--- config.mk ---
export PLATFORM = sky130hd
export DESIGN_NAME = pri_encoder_rr
export DESIGN_NICKNAME = d
export VERILOG_FILES = /design/src/rtl/pri_enc_pkg.sv /design/src/rtl/pri_enc_sel.sv /design/src/rtl/pri_encoder_rr.sv
export SDC_FILE = /design/constraint.sdc
export NUM_CORES = 1
export LEC_CHECK = 0
export CAP_MARGIN = 25
export CORE_AREA = 2 2 54 56
export CTS_CLUSTER_SIZE = 30
export DETAILED_ROUTE_END_ITERATION = 12
export DIE_AREA = 0 0 56 58
export GPL_ROUTABILITY_DRIVEN = 0
export PLACE_DENSITY = 0.72
export SYNTH_ARGS = -nofsm -noshare
export SYNTH_HDL_FRONTEND = slang
export SYNTH_SLANG_ARGS = --single-unit
--- constraint.sdc ---
create_clock -name clk -period 2.5 [get_ports clk]
set_input_delay 0.5 -clock clk [delete_from_list [all_inputs] [get_ports clk]]
set_output_delay 0.5 -clock clk [all_outputs]
set_load 0.05 [all_outputs]
--- src/rtl/pri_enc_pkg.sv ---
// Shared constants and helpers for the registered round-robin/fixed-priority
// request encoder.
package pri_enc_pkg;

    localparam logic MODE_FIXED = 1'b0;
    localparam logic MODE_RR    = 1'b1;

    localparam int MAX_N = 64;

    // One-hot of idx within an n-bit vector; out-of-range indices give zero.
    function automatic logic [MAX_N-1:0] onehot(input int idx, input int n);
        logic [MAX_N-1:0] v;
        v = '0;
        if (idx >= 0 && idx < n && idx < MAX_N) begin
            v[idx[5:0]] = 1'b1;
        end
        return v;
    endfunction

endpackage

--- src/rtl/pri_enc_sel.sv ---
// Combinational selector: picks one set bit of cand, either lowest-index-first
// or searching upward from ptr with wrap-around.
module pri_enc_sel
    import pri_enc_pkg::*;
#(
    parameter  int N = 8,
    localparam int W = $clog2(N)
) (
    input  logic [N-1:0] cand,
    input  logic [W-1:0] ptr,
    input  logic         mode,
    output logic [W-1:0] sel,
    output logic         any
);

    logic [N-1:0]   low_mask;
    logic [2*N-1:0] dbl;
    logic [W:0]     hit;

    // The lower copy holds only bits at or above ptr, the upper copy holds
    // everything, so the lowest set bit of dbl is the first one at or after
    // ptr in circular order. Fixed priority is the ptr == 0 case.
    always_comb begin
        low_mask = (mode == MODE_RR) ? ({N{1'b1}} << ptr) : {N{1'b1}};
        dbl      = {cand, cand & low_mask};
        hit      = '0;
        for (int i = 2*N-1; i >= 0; i--) begin
            if (dbl[i]) begin
                hit = (W+1)'(i);
            end
        end
        if (hit >= (W+1)'(N)) begin
            sel = W'(hit - (W+1)'(N));
        end else begin
            sel = W'(hit);
        end
        any = |cand;
    end

endmodule

--- src/rtl/pri_encoder_rr.sv ---
// Registered N-input request encoder: captures request pulses, grants one per
// cycle by fixed priority or round-robin, and presents it on a valid/ready port.
module pri_encoder_rr
    import pri_enc_pkg::*;
#(
    parameter  int N = 8,
    localparam int W = $clog2(N)
) (
    input  logic         clk,
    input  logic         rst_n,
    input  logic [N-1:0] req,
    input  logic         mode,
    input  logic         out_ready,
    output logic         out_valid,
    output logic [W-1:0] out_idx,
    output logic [N-1:0] out_onehot,
    output logic [N-1:0] pend
);

    if (N < 2 || N > MAX_N) begin : g_bad_n
        $error("pri_encoder_rr: N must lie in 2..64");
    end

    logic         out_valid_q, out_valid_d;
    logic [W-1:0] out_idx_q, out_idx_d;
    logic [N-1:0] out_onehot_q, out_onehot_d;
    logic [N-1:0] pend_q, pend_d;
    logic [W-1:0] ptr_q, ptr_d;

    logic [N-1:0] cand;
    logic         load;
    logic [W-1:0] sel;
    logic         any;

    // Handshake: a grant transfers on an edge where out_valid && out_ready.
    // out_valid never drops without a transfer and the payload stays stable
    // while stalled. A new grant loads when the slot is empty or being
    // accepted, so back-to-back grants run at one per cycle.
    assign cand = pend_q | req;
    assign load = !out_valid_q || out_ready;

    pri_enc_sel #(.N(N)) u_sel (
        .cand (cand),
        .ptr  (ptr_q),
        .mode (mode),
        .sel  (sel),
        .any  (any)
    );

    always_comb begin
        out_valid_d  = out_valid_q;
        out_idx_d    = out_idx_q;
        out_onehot_d = out_onehot_q;
        pend_d       = cand;
        ptr_d        = ptr_q;
        if (load) begin
            if (any) begin
                out_valid_d  = 1'b1;
                out_idx_d    = sel;
                out_onehot_d = N'(onehot(int'(sel), N));
                pend_d       = cand & ~N'(onehot(int'(sel), N));
                ptr_d        = (sel == W'(N-1)) ? '0 : W'(sel + 1'b1);
            end else begin
                // Idle: index keeps its last value, one-hot clears.
                out_valid_d  = 1'b0;
                out_onehot_d = '0;
                pend_d       = '0;
            end
        end
    end

    always_ff @(posedge clk or negedge rst_n) begin
        if (!rst_n) begin
            out_valid_q  <= 1'b0;
            out_idx_q    <= '0;
            out_onehot_q <= '0;
            pend_q       <= '0;
            ptr_q        <= '0;
        end else begin
            out_valid_q  <= out_valid_d;
            out_idx_q    <= out_idx_d;
            out_onehot_q <= out_onehot_d;
            pend_q       <= pend_d;
            ptr_q        <= ptr_d;
        end
    end

    assign out_valid  = out_valid_q;
    assign out_idx    = out_idx_q;
    assign out_onehot = out_onehot_q;
    assign pend       = pend_q;

endmodule

# Word-level counts from Yosys, hierarchy flattened
# Cells that the tools add are included.
[totals] regBits=23 word_cells=48 output_inout_bits=20 inputBits=12
[classes] eq_ne=1 bitwise=4 shift=1 addsub=2 reduce_logical=5 mux=27 magnitude_cmp=3
[ops] op="4-bit two-way mux" n=16
[ops] op="8-bit two-way mux" n=6
[ops] op="8-bit AND" n=2
[ops] op="8-bit NOT" n=1
[ops] op="8-bit OR" n=1
[ops] op="8-bit OR reduction" n=1
[ops] op="8-bit by 3-bit << shifter with 8-bit output, first input constant" n=1
[ops] op="3-bit by 7-bit less-than comparator with 1-bit output, second input constant" n=1
[ops] op="3-bit two-way mux" n=2
[ops] op="4-bit >= comparator, second input constant" n=1
[ops] op="3-bit by 1-bit adder with 3-bit output, second input constant" n=1
[ops] op="1-bit demux with 3-bit select" n=1
[ops] op="3-bit equality test, second input constant" n=1
[ops] op="3-bit by 1-bit >= comparator with 1-bit output, second input constant" n=1
[ops] op="3-bit by 1-bit subtractor with 3-bit output, second input constant" n=1
[ops] op="1-bit two-way mux" n=2
[ops] op="2-bit AND reduction" n=1
[ops] op="1-bit logical AND" n=1
[ops] op="1-bit logical NOT" n=1
[ops] op="1-bit logical OR" n=1

# Depth between registers and ports, before layout
# Gate-level depths: netlist (run 1).
[depth] ltp_word=29 ltp_mapped=11 depth_no_buf=10

# Cells and area by module
# From an unflattened synthesis (run 1), not the netlist that was laid out.
[unflattened] hier_cells=131 hier_area_um2=1323.8
[modules_own_cells] mod="pri_encoder_rr" n_inst=1 area_per_inst_um2=1014.7 cells_per_inst=81 seq_area_each_um2=575.6
[modules_own_cells] mod="pri_enc_sel" n_inst=1 area_per_inst_um2=309.0 cells_per_inst=50 seq_area_each_um2=0.0

# Least setup slack after synthesis (run 1)
# OpenSTA, ideal clock, no wires.
[synth_path] kind="register -> register" startpoint="register pend_q[5] (netlist: pend[5])" endpoint="register ptr_q[2]" arrival_ns=2.484 path_slack_ns=-0.109 t_required_ns=2.375 path_stages_with_launch=11 period_less_slack_ns=2.609 n_path_buf=1 setup_ns=0.125 cell_sequence="dfrtp_1 nor2_1 o311ai_0 a31oi_1 o32ai_1 nand2_2 inv_1 buf_4 ha_1 ha_1 mux2_2"
[synth_via] elab_chain_len=19 word_cells_on_any_way=24 cone_classes="2 x add/sub; 1 x order compare; 1 x eq/ne; 16 x mux; 2 x bitwise; 2 x reduce/logical"
[synth_rtl] item="start, declared" line_no="pri_encoder_rr.sv:27" rtl="logic [N-1:0] pend_q, pend_d;"
[synth_rtl] item="start signal, assigned" line_no="pri_encoder_rr.sv:83" rtl="pend_q <= pend_d;"
[synth_rtl] item="8-bit OR (*)" line_no="pri_encoder_rr.sv:39" rtl="assign cand = pend_q | req;"
[synth_rtl] item="4-bit two-way mux (8 in a row)" line_no="pri_enc_sel.sv:28" rtl="if (dbl[i]) begin"
[synth_rtl] item="4-bit two-way mux (*) (6 in a row)" line_no="pri_enc_sel.sv:28"
[synth_rtl] item="4-bit >= comparator / 3-bit by 1-bit subtractor with 3-bit output (equally long branches)" line_no="pri_enc_sel.sv:32, pri_enc_sel.sv:33"
[synth_rtl] item="3-bit two-way mux (*)" line_no="pri_enc_sel.sv:32" rtl="if (hit >= (W+1)'(N)) begin"
[synth_rtl] item="net sel[0]" line_no="pri_encoder_rr.sv:32" rtl="logic [W-1:0] sel;"
[synth_rtl] item="3-bit by 1-bit adder with 3-bit output / 3-bit equality test (equally long branches)" line_no="pri_encoder_rr.sv:62" rtl="ptr_d = (sel == W'(N-1)) ? '0 : W'(sel + 1'b1);"
[synth_rtl] item="3-bit two-way mux (*)" line_no="pri_encoder_rr.sv:62"
[synth_rtl] item="end signal, assigned" line_no="pri_encoder_rr.sv:84" rtl="ptr_q <= ptr_d;"
[synth_rtl] item="end, declared" line_no="pri_encoder_rr.sv:28" rtl="logic [W-1:0] ptr_q, ptr_d;"
# The timed path passes the listed nets; every way through them passes the cells marked *.
# A chain may end at the register's enable or synchronous reset.

# Worst setup path in the final report (run 1)
[layout_path] startpoint="input req[4]" endpoint="register ptr_q[2]"
[layout_via] elab_chain_len=18 word_cells_on_any_way=23 cone_classes="2 x add/sub; 1 x order compare; 1 x eq/ne; 15 x mux; 2 x bitwise; 2 x reduce/logical"
[layout_rtl] item="start, declared" line_no="pri_encoder_rr.sv:11" rtl="input logic [N-1:0] req,"
[layout_rtl] item="8-bit OR (*)" line_no="pri_encoder_rr.sv:39"
[layout_rtl] item="4-bit two-way mux (13 in a row)" line_no="pri_enc_sel.sv:28"
[layout_rtl] item="4-bit >= comparator / 3-bit by 1-bit subtractor with 3-bit output (equally long branches)" line_no="pri_enc_sel.sv:32, pri_enc_sel.sv:33"
[layout_rtl] item="3-bit two-way mux" line_no="pri_enc_sel.sv:32"
[layout_rtl] item="3-bit by 1-bit adder with 3-bit output / 3-bit equality test (equally long branches)" line_no="pri_encoder_rr.sv:62"
[layout_rtl] item="3-bit two-way mux" line_no="pri_encoder_rr.sv:62"
# Mark *: on every way between the ends. The rest lies on a longest branch, timed or not.

==> impl_metrics.prom, run 1 <==
# TYPE chip_impl_metric gauge
chip_impl_metric{name="cap_viol_max_count",unit=""} 0
chip_impl_metric{name="groute.usage.overall",unit="%"} 21.08
chip_impl_info{name="min-delay-path-class",value="input port to asynchronous set/reset pin"} 1
chip_impl_metric{name="grt_util_met3",unit="%"} 3.571
chip_impl_info{name="kind_of_start_point_of_the_critical_path",value="input port"} 1
chip_impl_info{name="crit-reg2reg-launch",value="pend[5]$_DFF_PN0_"} 1
chip_impl_metric{name="postRouteAntennaNets",unit=""} 0
chip_impl_metric{name="relSlewSlack",unit="%"} 43.43
chip_impl_metric{name="post-route-util",unit="%"} 70.25
chip_impl_metric{name="first_pass_grt_wire_length",unit="um"} 5340
chip_impl_metric{name="syn-cell-area",unit="mm2"} 0.001200
chip_impl_metric{name="met2_grt_util",unit="%"} 35.97
chip_impl_info{name="failed_checks",value="negative setup slack"} 1
chip_impl_metric{name="finalWorstPathRequiredPeriod",unit="ns"} 2.570
chip_impl_metric{name="antenna_found_initial",unit=""} 0
chip_impl_info{name="crit_path_end_kind",value="register"} 1
chip_impl_metric{name="firstDrtPassIters",unit=""} 6
chip_impl_metric{name="design_area",unit="mm2"} 0.001871
chip_impl_metric{name="power_density",unit="mW/mm2"} 905.4
chip_impl_metric{name="area_of_combinational_cells_with_multiple_inputs",unit="um2"} 688.2
chip_impl_metric{name="antennaDiodeCount",unit=""} 0
chip_impl_metric{name="min_period_over_period",unit="%"} 102.8
chip_impl_info{name="cp_launch_point",value="req[4]"} 1
chip_impl_info{name="tritoncts",value="done"} 1
chip_impl_info{name="worstSetupPathType",value="input port to register"} 1
chip_impl_metric{name="flow.area_growth_from_synthesis",unit="%"} 55.89
chip_impl_metric{name="synth_edf_count",unit=""} 0
chip_impl_metric{name="clock.fmax",unit="GHz"} 0.3892
chip_impl_metric{name="cts_htree_levels",unit=""} 1
chip_impl_metric{name="synth_warnings",unit=""} 0
chip_impl_metric{name="synthesis.instances",unit=""} 119
chip_impl_metric{name="core.rowCount",unit=""} 19
chip_impl_metric{name="critical_path.max_fanout",unit=""} 3
chip_impl_metric{name="hpwl",unit="um"} 2387
chip_impl_metric{name="fin_worst_skew",unit="ns"} 0.007890
chip_impl_metric{name="num-fill-cells",unit=""} 202
chip_impl_metric{name="grt-ovfl-total",unit=""} 0
chip_impl_metric{name="synth-async-reset-ratio",unit="%"} 100.0
chip_impl_metric{name="top_level_ports",unit=""} 32
chip_impl_info{name="run_status",value="finished, violations left"} 1
chip_impl_metric{name="insertion_delay",unit="ns"} 0.32
chip_impl_metric{name="layout.area.seq",unit="um2"} 578.1
chip_impl_metric{name="grt_pass1_vias",unit=""} 1221
chip_impl_info{name="critical_path.slowest_cell",value="sky130_fd_sc_hd__o311ai_0"} 1
chip_impl_metric{name="synth.yosys.seq_area_share",unit="%"} 47.97
chip_impl_metric{name="detail_route.wirelength",unit="um"} 3445
chip_impl_metric{name="synth.distinct_cells",unit=""} 39
chip_impl_metric{name="final_layout_size_suffix_gt1_share",unit="%"} 31.11
chip_impl_metric{name="timing.hold.ws",unit="ns"} 0.4878
chip_impl_metric{name="die_w",unit="um"} 56
chip_impl_metric{name="cts_sinks",unit=""} 23
chip_impl_metric{name="syn-mean-instance-area",unit="um2"} 10.08
chip_impl_info{name="synth_flop_cell",value="sky130_fd_sc_hd__dfrtp_1"} 1
chip_impl_metric{name="design.final.nets",unit=""} 195
chip_impl_metric{name="area_of_the_die",unit="mm2"} 0.003248
chip_impl_metric{name="port_buffers",unit=""} 31
chip_impl_info{name="rsz0062_at_grt",value="yes"} 1
chip_impl_metric{name="worst-endpoint-arrival",unit="ns"} 2.78
chip_impl_metric{name="routedWlPerCell",unit="um"} 16.33
chip_impl_metric{name="tritoncts.num_buffers",unit=""} 3
chip_impl_metric{name="p_leak",unit="nW"} 0.7573
chip_impl_metric{name="vias_per_cell",unit=""} 5.919
chip_impl_metric{name="cts_hold_repair.buffers",unit=""} 0
chip_impl_metric{name="timing.final.setup_violations",unit=""} 1
chip_impl_metric{name="finalHoldViolations",unit=""} 0
chip_impl_metric{name="clkSlewWorstSetupHoldPaths",unit="ns"} 0.14
chip_impl_metric{name="drt_first_iter_violations",unit=""} 55
chip_impl_metric{name="global_route.usage.met1",unit="%"} 26.83
chip_impl_metric{name="place_area",unit="mm2"} 0.001718
chip_impl_metric{name="worst_vdd_drop",unit="uV"} 931.6
chip_impl_metric{name="drcViolationCount",unit=""} 0
chip_impl_metric{name="cpPeakStageDelay",unit="ns"} 0.43
chip_impl_metric{name="tightest_slew",unit="ns"} 0.8468
chip_impl_metric{name="postLayoutSetupSlackWorst",unit="ns"} -0.06965
chip_impl_metric{name="height_of_the_die",unit="um"} 58
chip_impl_metric{name="critPathRequiredTime",unit="ns"} 2.71
chip_impl_metric{name="grt_start_max_net_pins",unit=""} 14
chip_impl_info{name="grt.busiest_layer",value="met2"} 1
chip_impl_metric{name="initial_core_util",unit="%"} 45.07
chip_impl_metric{name="ctsLongestPathBuffers",unit=""} 2
chip_impl_metric{name="dr_total_vias",unit=""} 1249
chip_impl_metric{name="report.final.slew_viol_count",unit=""} 0
chip_impl_metric{name="core-area",unit="mm2"} 0.002663
chip_impl_info{name="path_cells",value="clkdlybuf4s50_1 > buf_4 > o311ai_0 > a31oi_1 > o32ai_2 > nand2_2 > inv_1 > ha_2 > ha_1 > mux2_2"} 1
chip_impl_metric{name="ys_seq_elements",unit=""} 23
chip_impl_info{name="ctsRootBufferMaster",value="sky130_fd_sc_hd__clkbuf_4"} 1
chip_impl_metric{name="synthesized_net_count",unit=""} 133
## cell families (layout without fill, tap and decap cells)
kind of cell	count (synthesis)	count (layout)	synth area share, %
buf+inv	6	67	2.294
simple gates	43	43	19.71
fa+ha+maj	2	2	2.085
compound gates	42	42	25.13
mux	3	3	2.815
flops	23	23	47.97
## cell usage after synthesis (3+ instances only)
master	count	area [um2]
sky130_fd_sc_hd__dfrtp_1	23	575.6
sky130_fd_sc_hd__nor2_1	16	60.06
sky130_fd_sc_hd__a21oi_1	9	45.04
sky130_fd_sc_hd__a22o_1	6	52.55
sky130_fd_sc_hd__nand2_1	6	22.52
sky130_fd_sc_hd__o21ai_0	6	30.03
sky130_fd_sc_hd__a31oi_1	4	25.02
sky130_fd_sc_hd__inv_1	3	11.26
sky130_fd_sc_hd__mux2_2	3	33.78
sky130_fd_sc_hd__o21a_1	3	22.52
sky130_fd_sc_hd__o32ai_1	3	26.28
## flip-flops by register name, indices dropped and copies added (netlist names)
signal	count
out_idx	3
out_valid	1
pend	8
out_onehot	8
ptr_q	3
## layer usage
| layer | share of wire [%] | vias up |
|---|---|---|
| met3 | 4.8 | 6 |
| met1 | 44 | 615 |
| met5 | 0 | - |
| met4 | 1.3 | 0 |
| met2 | 50 | 54 |
| li1 | - | 574 |
## stage by stage
step	instances	total power, W	worst slack [ns]	setup TNS, ns
2_1_floorplan	119	0.001110	0.04318	0
3_3_place_gp	202	0.001439	-0.4357	-2.962
3_5_place_dp	202	0.001456	-0.4855	-3.162
4_1_cts	211	0.001640	0.004687	0
5_1_grt	211	0.001787	-0.2493	-0.3855
6_report	211	0.001694	-0.06965	-0.06965
## critical path: cells and delay by family
kind,cells,cell delay [ns]
multiplexers,1,0.26
AND/OR/NAND/NOR,1,0.09
AO/OA/AOI/OAI,3,0.91
buffers and inverters,3,0.66
adder cells (fa/ha/maj),2,0.37
## area by class of cell
cell class	instances	area share (%)
clock buffers	3	1.204
clock inverters	1	0.2676
inverters	3	0.6020
multi-input cells	90	36.79
flip-flops and latches	23	30.90
well taps	31	2.074
repair buffers	60	28.16
## worst paths after layout
check,endpoint,slack (ns),depth (start not counted)
max reg2reg,ptr_q[2]$_DFFE_PN0P_,0.01,8
max in group asynchronous,out_onehot[2]$_DFFE_PN0N_,1.45,2
max,ptr_q[2]$_DFFE_PN0P_,-0.07,10
min,pend[2]$_DFF_PN0_,0.49,1
min in group clk,out_onehot[2]$_DFFE_PN0N_,0.52,1
min reg2reg,out_onehot[2]$_DFFE_PN0N_,0.52,1
## report_power, final
| group | internal [W] | leakage (nW) | total, W | switching (W) |
|---|---|---|---|---|
| clock | 0.0000599 | 0.0177 | 0.000178 | 0.000118 |
| combinational | 0.000367 | 0.472 | 0.000943 | 0.000575 |
| sequential | 0.000467 | 0.267 | 0.000573 | 0.000107 |
## cell usage in the layout, fill, tap and decap left out, types with 2 or more instances in the layout
cell type	Yosys	final
sky130_fd_sc_hd__o21ai_0	6	5
sky130_fd_sc_hd__nor2_1	16	15
sky130_fd_sc_hd__o21a_1	3	3
sky130_fd_sc_hd__buf_4	1	29
sky130_fd_sc_hd__a211oi_4	0	2
sky130_fd_sc_hd__clkdlybuf4s50_1	0	30
sky130_fd_sc_hd__mux2_2	3	3
sky130_fd_sc_hd__a21oi_1	9	9
sky130_fd_sc_hd__nand2_1	6	6
sky130_fd_sc_hd__dfrtp_2	0	2
sky130_fd_sc_hd__nand3_1	2	2
sky130_fd_sc_hd__a22o_1	6	6
sky130_fd_sc_hd__dfrtp_1	23	21
sky130_fd_sc_hd__a31oi_1	4	3
sky130_fd_sc_hd__inv_1	3	3
sky130_fd_sc_hd__and3_1	2	2
sky130_fd_sc_hd__clkbuf_4	0	3
sky130_fd_sc_hd__nor4_4	0	2
sky130_fd_sc_hd__nand4_1	2	2
sky130_fd_sc_hd__o32ai_1	3	2
## timing repair
item | 4_1_cts | 5_1_grt
endpoints found under the setup margin | 1 | 8
pin swaps | 5 | 5
resized for setup | 7 | 10
setup buffers | 5 | 0
endpoints found under the hold margin | 0 | 0
Note: power is estimated with default switching activity, not from simulation.
==> inputs of run 2 (changes only) <==
==> constraint.sdc (replaced) <==
create_clock -name clk -period 2.7 [get_ports clk]
set_input_delay 0.54 -clock clk [delete_from_list [all_inputs] [get_ports clk]]
set_output_delay 0.54 -clock clk [all_outputs]
set_load 0.05 [all_outputs]
==> run 2 against run 1 <==
Against the previous run: the run now ends clean; cell count down 4.7%; first-iteration DRC count down 38%; utilization down 4.7 points; combinational power down 12%; critical path type unchanged.
==> impl_metrics.prom, run 2 (synthesized netlist as in run 1, its figures left out) <==
# TYPE chip_impl_metric gauge
chip_impl_metric{name="setup.reg_to_reg.worst_slack",unit="ns"} 0.23
chip_impl_info{name="rsz0062_at_grt",value="no"} 1
chip_impl_metric{name="design.final.nets",unit=""} 185
chip_impl_metric{name="fin_worst_skew",unit="ns"} 0.005294
chip_impl_metric{name="cts_hold_repair.buffers",unit=""} 0
chip_impl_metric{name="design_area",unit="mm2"} 0.001744
chip_impl_metric{name="area_of_combinational_cells_with_multiple_inputs",unit="um2"} 635.6
chip_impl_info{name="min-delay-path-class",value="register to register"} 1
chip_impl_metric{name="finalPower",unit="W"} 0.001516
chip_impl_metric{name="firstDrtPassIters",unit=""} 4
chip_impl_metric{name="cts_htree_levels",unit=""} 1
chip_impl_metric{name="antenna_found_initial",unit=""} 0
chip_impl_metric{name="dp_slack",unit="ns"} -0.3251
chip_impl_metric{name="grt_pass1_vias",unit=""} 1257
chip_impl_metric{name="p_leak",unit="nW"} 0.7106
chip_impl_metric{name="core.rowCount",unit=""} 19
chip_impl_info{name="tritoncts",value="done"} 1
chip_impl_metric{name="tightest_slew",unit="ns"} 0.7755
chip_impl_metric{name="groute.usage.overall",unit="%"} 21.56
chip_impl_metric{name="port_buffers",unit=""} 31
chip_impl_metric{name="routedWlPerCell",unit="um"} 15.71
chip_impl_metric{name="insertion_delay",unit="ns"} 0.33
chip_impl_metric{name="vias_per_cell",unit=""} 5.706
chip_impl_metric{name="first_pass_grt_wire_length",unit="um"} 5554
chip_impl_metric{name="clock.fmax",unit="GHz"} 0.3816
chip_impl_metric{name="height_of_the_die",unit="um"} 58
chip_impl_info{name="layout_common_cells",value="30 x sky130_fd_sc_hd__clkdlybuf4s50_1, 23 x sky130_fd_sc_hd__dfrtp_1, 19 x sky130_fd_sc_hd__buf_4, 16 x sky130_fd_sc_hd__nor2_1, 9 x sky130_fd_sc_hd__a21oi_1"} 1
chip_impl_metric{name="ctsLongestPathBuffers",unit=""} 2
chip_impl_metric{name="worst_vdd_drop",unit="uV"} 749.1
chip_impl_metric{name="relSlewSlack",unit="%"} 48.19
chip_impl_metric{name="power_density",unit="mW/mm2"} 869.3
chip_impl_metric{name="timing.final.setup_violations",unit=""} 0
chip_impl_metric{name="flow.area_growth_from_synthesis",unit="%"} 45.36
chip_impl_metric{name="final_layout_size_suffix_gt1_share",unit="%"} 22.94
chip_impl_metric{name="area_of_the_die",unit="mm2"} 0.003248
chip_impl_metric{name="core-area",unit="mm2"} 0.002663
chip_impl_metric{name="cap_viol_max_count",unit=""} 0
chip_impl_metric{name="critPathRequiredTime",unit="ns"} 2.93
chip_impl_info{name="worstSetupPathType",value="input port to register"} 1
chip_impl_metric{name="report.final.slew_viol_count",unit=""} 0
chip_impl_metric{name="postLayoutSetupSlackWorst",unit="ns"} 0.07927
chip_impl_info{name="ctsRootBufferMaster",value="sky130_fd_sc_hd__clkbuf_4"} 1
chip_impl_metric{name="antennaDiodeCount",unit=""} 0
chip_impl_metric{name="postRouteAntennaNets",unit=""} 0
chip_impl_metric{name="finalHoldViolations",unit=""} 0
chip_impl_metric{name="hpwl",unit="um"} 2311
chip_impl_metric{name="min_period_over_period",unit="%"} 97.06
chip_impl_metric{name="worst-endpoint-arrival",unit="ns"} 2.85
chip_impl_metric{name="timing.hold.ws",unit="ns"} 0.5260
chip_impl_info{name="mostFrequentLayoutCell",value="sky130_fd_sc_hd__clkdlybuf4s50_1"} 1
chip_impl_metric{name="grt_start_max_net_pins",unit=""} 24
chip_impl_metric{name="num-fill-cells",unit=""} 227
chip_impl_metric{name="initial_core_util",unit="%"} 45.07
chip_impl_metric{name="drcViolationCount",unit=""} 0
chip_impl_metric{name="detail_route.wirelength",unit="um"} 3158
chip_impl_metric{name="layout.area.seq",unit="um2"} 575.6
chip_impl_metric{name="grt-ovfl-total",unit=""} 0
chip_impl_metric{name="clkSlewWorstSetupHoldPaths",unit="ns"} 0.14
chip_impl_metric{name="drt_first_iter_violations",unit=""} 34
chip_impl_info{name="run_status",value="completed"} 1
chip_impl_metric{name="place_area",unit="mm2"} 0.001675
chip_impl_metric{name="die_w",unit="um"} 56
chip_impl_metric{name="tritoncts.num_buffers",unit=""} 3
chip_impl_metric{name="critical_path.max_fanout",unit=""} 2
chip_impl_metric{name="cts_sinks",unit=""} 23
chip_impl_metric{name="dr_total_vias",unit=""} 1147
chip_impl_info{name="crit_path_end_kind",value="register"} 1
chip_impl_metric{name="placedCellCount",unit=""} 197
chip_impl_metric{name="finalWorstPathRequiredPeriod",unit="ns"} 2.621
chip_impl_metric{name="top_level_ports",unit=""} 32
chip_impl_metric{name="stdcell_count",unit=""} 201
chip_impl_info{name="kind_of_start_point_of_the_critical_path",value="input port"} 1
==> run 2: cell count changes in the layout (fill, tap and decap cells not counted), sizes merged <==
cell / before / now
dlymetal6s2s: 0 / 1
buf: 29 / 19
dlygate4sd2: 1 / 0
==> run 2: area by class of cell <==
cell class	instances	share of cell area, %
clock buffers	3	1.291
clock inverters	1	0.2869
flip-flops and latches	23	33.00
well taps	31	2.224
inverters	3	0.6456
repair buffers	50	26.11
multi-input cells	90	36.44
==> run 2: routing by layer <==
| layer | track usage, % | vias up | share of wire (%) |
|---|---|---|---|
| met5 | 0 | - | 0 |
| met4 | 10.54 | 0 | 1.4 |
| met3 | 2.679 | 4 | 4.3 |
| met2 | 35.97 | 39 | 48 |
| met1 | 28.02 | 547 | 46 |
| li1 | - | 557 | - |
==> run 2: timing repair <==
item                       in CTS  in global routing
gates resized for setup         1                  7
setup endpoints to repair       1                  1
buffers inserted                0                  0
pin swaps                       0                  3
==> run 2: final timing paths <==
kind | cells past startpoint | startpoint | endpoint
setup / recovery | 9 | req[4] | ptr_q[2]$_DFFE_PN0P_
hold / removal | 1 | out_onehot[4]$_DFFE_PN0N_ | out_onehot[4]$_DFFE_PN0N_
setup reg to reg | 8 | pend[4]$_DFF_PN0_ | ptr_q[2]$_DFFE_PN0P_
hold reg to reg | 1 | out_onehot[4]$_DFFE_PN0N_ | out_onehot[4]$_DFFE_PN0N_
max in group asynchronous | 2 | rst_n | out_onehot[7]$_DFFE_PN0N_
min in group asynchronous | 2 | rst_n | out_idx[0]$_DFFE_PN0P_
==> run 2: worst max-delay path, cell delays in order <==
cell and delay (ns):
sky130_fd_sc_hd__clkdlybuf4s50_1 0.43, sky130_fd_sc_hd__or4_4 0.50, sky130_fd_sc_hd__o21ai_4 0.16, sky130_fd_sc_hd__a31oi_2 0.12
sky130_fd_sc_hd__or2_4 0.30, sky130_fd_sc_hd__a21oi_4 0.15, sky130_fd_sc_hd__ha_2 0.18, sky130_fd_sc_hd__ha_1 0.22
sky130_fd_sc_hd__mux2_2 0.26
==> run 2: power breakdown <==
group          internal, W  switching, W  total [W]
clock network    0.0000557      0.000115   0.000170
logic             0.000304      0.000526   0.000830
registers         0.000432     0.0000843   0.000516
total             0.000792      0.000725    0.00152
==> run 2: through the flow <==
step	utilization, %	TNS, ns
finish	65.51	0
global route	65.51	0
CTS	64.10	0
floorplan	-	0
detailed placement	62.92	-0.7843
global placement	62.92	-0.6571
==> inputs of run 3 (changes only) <==
--- a/config.mk
+++ b/config.mk
@@ -6,12 +6,14 @@
 export NUM_CORES = 1
 export LEC_CHECK = 0
 export CAP_MARGIN = 25
-export CORE_AREA = 2 2 54 56
+export CORE_AREA = 2 2 62 64
 export CTS_CLUSTER_SIZE = 30
 export DETAILED_ROUTE_END_ITERATION = 12
-export DIE_AREA = 0 0 56 58
+export DIE_AREA = 0 0 64 66
 export GPL_ROUTABILITY_DRIVEN = 0
-export PLACE_DENSITY = 0.72
+export HOLD_SLACK_MARGIN = 0.03
+export PLACE_DENSITY = 0.56
+export SKIP_LAST_GASP = 1
 export SYNTH_ARGS = -nofsm -noshare
 export SYNTH_HDL_FRONTEND = slang
 export SYNTH_SLANG_ARGS = --single-unit
==> run 3 against run 2 <==
Against the previous run: first-iteration DRC count increased by 130%; routed wire length decreased by 1.3%; critical endpoint unchanged; worst hold slack got worse by 0.0078 ns; sequential power is essentially flat; total power shrank 1.8%; clock power decreased by 8%; combinational power down 2%.
==> impl_metrics.prom, run 3 (synthesized netlist as in run 1, its figures left out) <==
# TYPE chip_impl_metric gauge
chip_impl_metric{name="finalWorstPathRequiredPeriod",unit="ns"} 2.650
chip_impl_metric{name="holdPathStages",unit=""} 1
chip_impl_metric{name="detail_route.wirelength",unit="um"} 3117
chip_impl_info{name="crit-reg2reg-launch",value="pend[4]$_DFF_PN0_"} 1
chip_impl_metric{name="worst-endpoint-arrival",unit="ns"} 2.86
chip_impl_metric{name="path_buf_inv",unit=""} 1
chip_impl_metric{name="worst_vdd_drop",unit="uV"} 530.8
chip_impl_metric{name="cts_post_setup_buffers_inserted",unit=""} 0
chip_impl_info{name="critical_path.slowest_cell",value="sky130_fd_sc_hd__or4_4"} 1
chip_impl_metric{name="first_pass_grt_wire_length",unit="um"} 5313
chip_impl_metric{name="min_period_over_period",unit="%"} 98.14
chip_impl_info{name="layout_common_cells",value="31 x sky130_fd_sc_hd__clkdlybuf4s50_1, 23 x sky130_fd_sc_hd__dfrtp_1, 20 x sky130_fd_sc_hd__buf_4, 16 x sky130_fd_sc_hd__nor2_1, 9 x sky130_fd_sc_hd__a21oi_1"} 1
chip_impl_metric{name="area_of_the_die",unit="mm2"} 0.004224
chip_impl_metric{name="timing.hold.ws",unit="ns"} 0.5182
chip_impl_metric{name="cpPeakStageDelay",unit="ns"} 0.55
chip_impl_info{name="run_status",value="completed"} 1
chip_impl_metric{name="core-area",unit="mm2"} 0.003551
chip_impl_info{name="min-delay-start",value="out_onehot[5]$_DFFE_PN0N_"} 1
chip_impl_metric{name="clock.fmax",unit="GHz"} 0.3774
chip_impl_metric{name="design.final.nets",unit=""} 186
chip_impl_metric{name="grt_pass1_vias",unit=""} 1125
chip_impl_metric{name="cts_hold_repair.buffers",unit=""} 0
chip_impl_metric{name="postLayoutSetupSlackWorst",unit="ns"} 0.05027
chip_impl_metric{name="clkSlewWorstSetupHoldPaths",unit="ns"} 0.12
chip_impl_metric{name="drt-met1-wl",unit="um"} 1462
chip_impl_info{name="tritoncts",value="done"} 1
chip_impl_metric{name="met3WireLength",unit="um"} 117
chip_impl_info{name="ctsRootBufferMaster",value="sky130_fd_sc_hd__clkbuf_4"} 1
chip_impl_info{name="min_delay_worst_endpoint",value="out_onehot[5]$_DFFE_PN0N_"} 1
chip_impl_metric{name="tritoncts.num_buffers",unit=""} 3
chip_impl_metric{name="antenna_found_initial",unit=""} 0
chip_impl_info{name="critical-path-top-cell-by-count",value="sky130_fd_sc_hd__ha_1"} 1
chip_impl_metric{name="drcViolationCount",unit=""} 0
chip_impl_metric{name="critPathRequiredTime",unit="ns"} 2.91
chip_impl_metric{name="height_of_the_die",unit="um"} 66
chip_impl_metric{name="critical_path.max_fanout",unit=""} 2
chip_impl_metric{name="dr_total_vias",unit=""} 1145
chip_impl_metric{name="power_density",unit="mW/mm2"} 852.6
chip_impl_metric{name="insertion_delay",unit="ns"} 0.31
chip_impl_metric{name="tightest_slew",unit="ns"} 0.7881
chip_impl_metric{name="relSlewSlack",unit="%"} 47.35
chip_impl_metric{name="cts_htree_levels",unit=""} 1
chip_impl_metric{name="hpwl",unit="um"} 2386
chip_impl_metric{name="p_leak",unit="nW"} 0.7037
chip_impl_metric{name="cts_sinks",unit=""} 23
chip_impl_info{name="critical-path-top-delay-family",value="simple AND/OR/NAND/NOR gates"} 1
chip_impl_metric{name="report.final.slew_viol_count",unit=""} 0
chip_impl_info{name="path_cells",value="clkdlybuf4s50_1 > or4_4 > o21ai_2 > a31oi_1 > or2_4 > a21oi_4 > ha_1 > ha_1 > mux2_2"} 1
chip_impl_metric{name="dr_wl_met2",unit="um"} 1526
chip_impl_info{name="kind_of_start_point_of_the_critical_path",value="input port"} 1
chip_impl_metric{name="grt-ovfl-total",unit=""} 0
chip_impl_metric{name="ctsLongestPathBuffers",unit=""} 2
chip_impl_metric{name="routedWlPerCell",unit="um"} 14.23
chip_impl_metric{name="setup.reg_to_reg.worst_slack",unit="ns"} 0.26
chip_impl_info{name="rsz0062_at_grt",value="no"} 1
chip_impl_info{name="route.top_layer_used",value="met4"} 1
chip_impl_metric{name="cap_viol_max_count",unit=""} 0
chip_impl_metric{name="finalHoldViolations",unit=""} 0
chip_impl_metric{name="antennaDiodeCount",unit=""} 0
chip_impl_info{name="worst_r2r_endpoint",value="ptr_q[2]$_DFFE_PN0P_"} 1
chip_impl_metric{name="drt_first_iter_violations",unit=""} 77
chip_impl_metric{name="flow.area_growth_from_synthesis",unit="%"} 45.57
chip_impl_info{name="min-delay-path-class",value="register to register"} 1
chip_impl_metric{name="dp_slack",unit="ns"} -0.3166
chip_impl_metric{name="grt_start_max_net_pins",unit=""} 24
chip_impl_info{name="mostFrequentLayoutCell",value="sky130_fd_sc_hd__clkdlybuf4s50_1"} 1
chip_impl_metric{name="final_layout_size_suffix_gt1_share",unit="%"} 21.64
chip_impl_metric{name="die_w",unit="um"} 64
chip_impl_metric{name="postRouteAntennaNets",unit=""} 0
chip_impl_metric{name="fin_worst_skew",unit="ns"} 0.005420
chip_impl_metric{name="core.rowCount",unit=""} 22
chip_impl_metric{name="groute.usage.overall",unit="%"} 16.02
chip_impl_metric{name="timing.final.setup_violations",unit=""} 0
chip_impl_metric{name="vias_per_cell",unit=""} 5.228
chip_impl_info{name="worstSetupPathType",value="input port to register"} 1
chip_impl_info{name="crit_path_end_kind",value="register"} 1
chip_impl_metric{name="firstDrtPassIters",unit=""} 4
chip_impl_metric{name="r2r.worst_path.cells",unit=""} 8
chip_impl_metric{name="top_level_ports",unit=""} 32
chip_impl_metric{name="port_buffers",unit=""} 31
chip_impl_metric{name="initial_core_util",unit="%"} 33.79
[run 3: cell count changes in the layout (fill, tap and decap cells not counted), sizes merged]
cell,delta
clkdlybuf4s50,+1
dlymetal6s2s,-1
buf,+1
[run 3: area by class of cell]
class	count	area, um2
timing repair buffer	51	460.4
sequential	23	575.6
clock inverter	1	5.005
clock buffer	3	22.52
fill	331	1804
inverter	3	11.26
multi-input combinational	90	611.8
tap	48	60.06
[run 3: through the flow]
| step | power, W | area [um2] | utilization, % | std cells | TNS, ns |
|---|---|---|---|---|---|
| finish | 0.001489 | 1747 | 49.19 | 219 | 0 |
| global route | 0.001588 | 1747 | 49.19 | 219 | 0 |
| global placement | 0.001323 | 1704 | 47.99 | 215 | -0.9291 |
| detailed placement | 0.001330 | 1704 | 47.99 | 215 | -0.9520 |
| floorplan | 0.001026 | 1200 | - | 119 | 0 |
| CTS | 0.001495 | 1732 | 48.77 | 219 | 0 |
[run 3: routing by layer]
metal  vias up  track usage [%]
li1        559                -
met1       556            21.76
met2        28            26.69
met3         2            3.407
met4         0            2.446
met5         -                0
[run 3: worst max path at each step]
stage	depth (start not counted)	startpoint	slack [ns]	endpoint
3_3_place_gp	9	req[4]	-0.26	ptr_q[2]$_DFFE_PN0P_
5_1_grt	9	req[4]	0.01	ptr_q[2]$_DFFE_PN0P_
2_1_floorplan	10	pend[5]$_DFF_PN0_	0.09	ptr_q[2]$_DFFE_PN0P_
6_report	9	req[4]	0.05	ptr_q[2]$_DFFE_PN0P_
4_1_cts	9	req[4]	0.02	ptr_q[2]$_DFFE_PN0P_
3_5_place_dp	9	req[4]	-0.32	ptr_q[2]$_DFFE_PN0P_
[run 3: where the power goes]
| part | switching, W | total [W] | internal [W] |
|---|---|---|---|
| Clock | 0.000101 | 0.000156 | 0.0000554 |
| Combinational | 0.000512 | 0.000816 | 0.000303 |
| Sequential | 0.0000859 | 0.000518 | 0.000432 |
| Total | 0.000699 | 0.00149 | 0.000790 |
[run 3: repair_timing]
action / in CTS / in global routing
setup endpoints to repair: 0 / 1
gates resized for setup: 0 / 3
endpoints found under the hold margin: 0 / 0
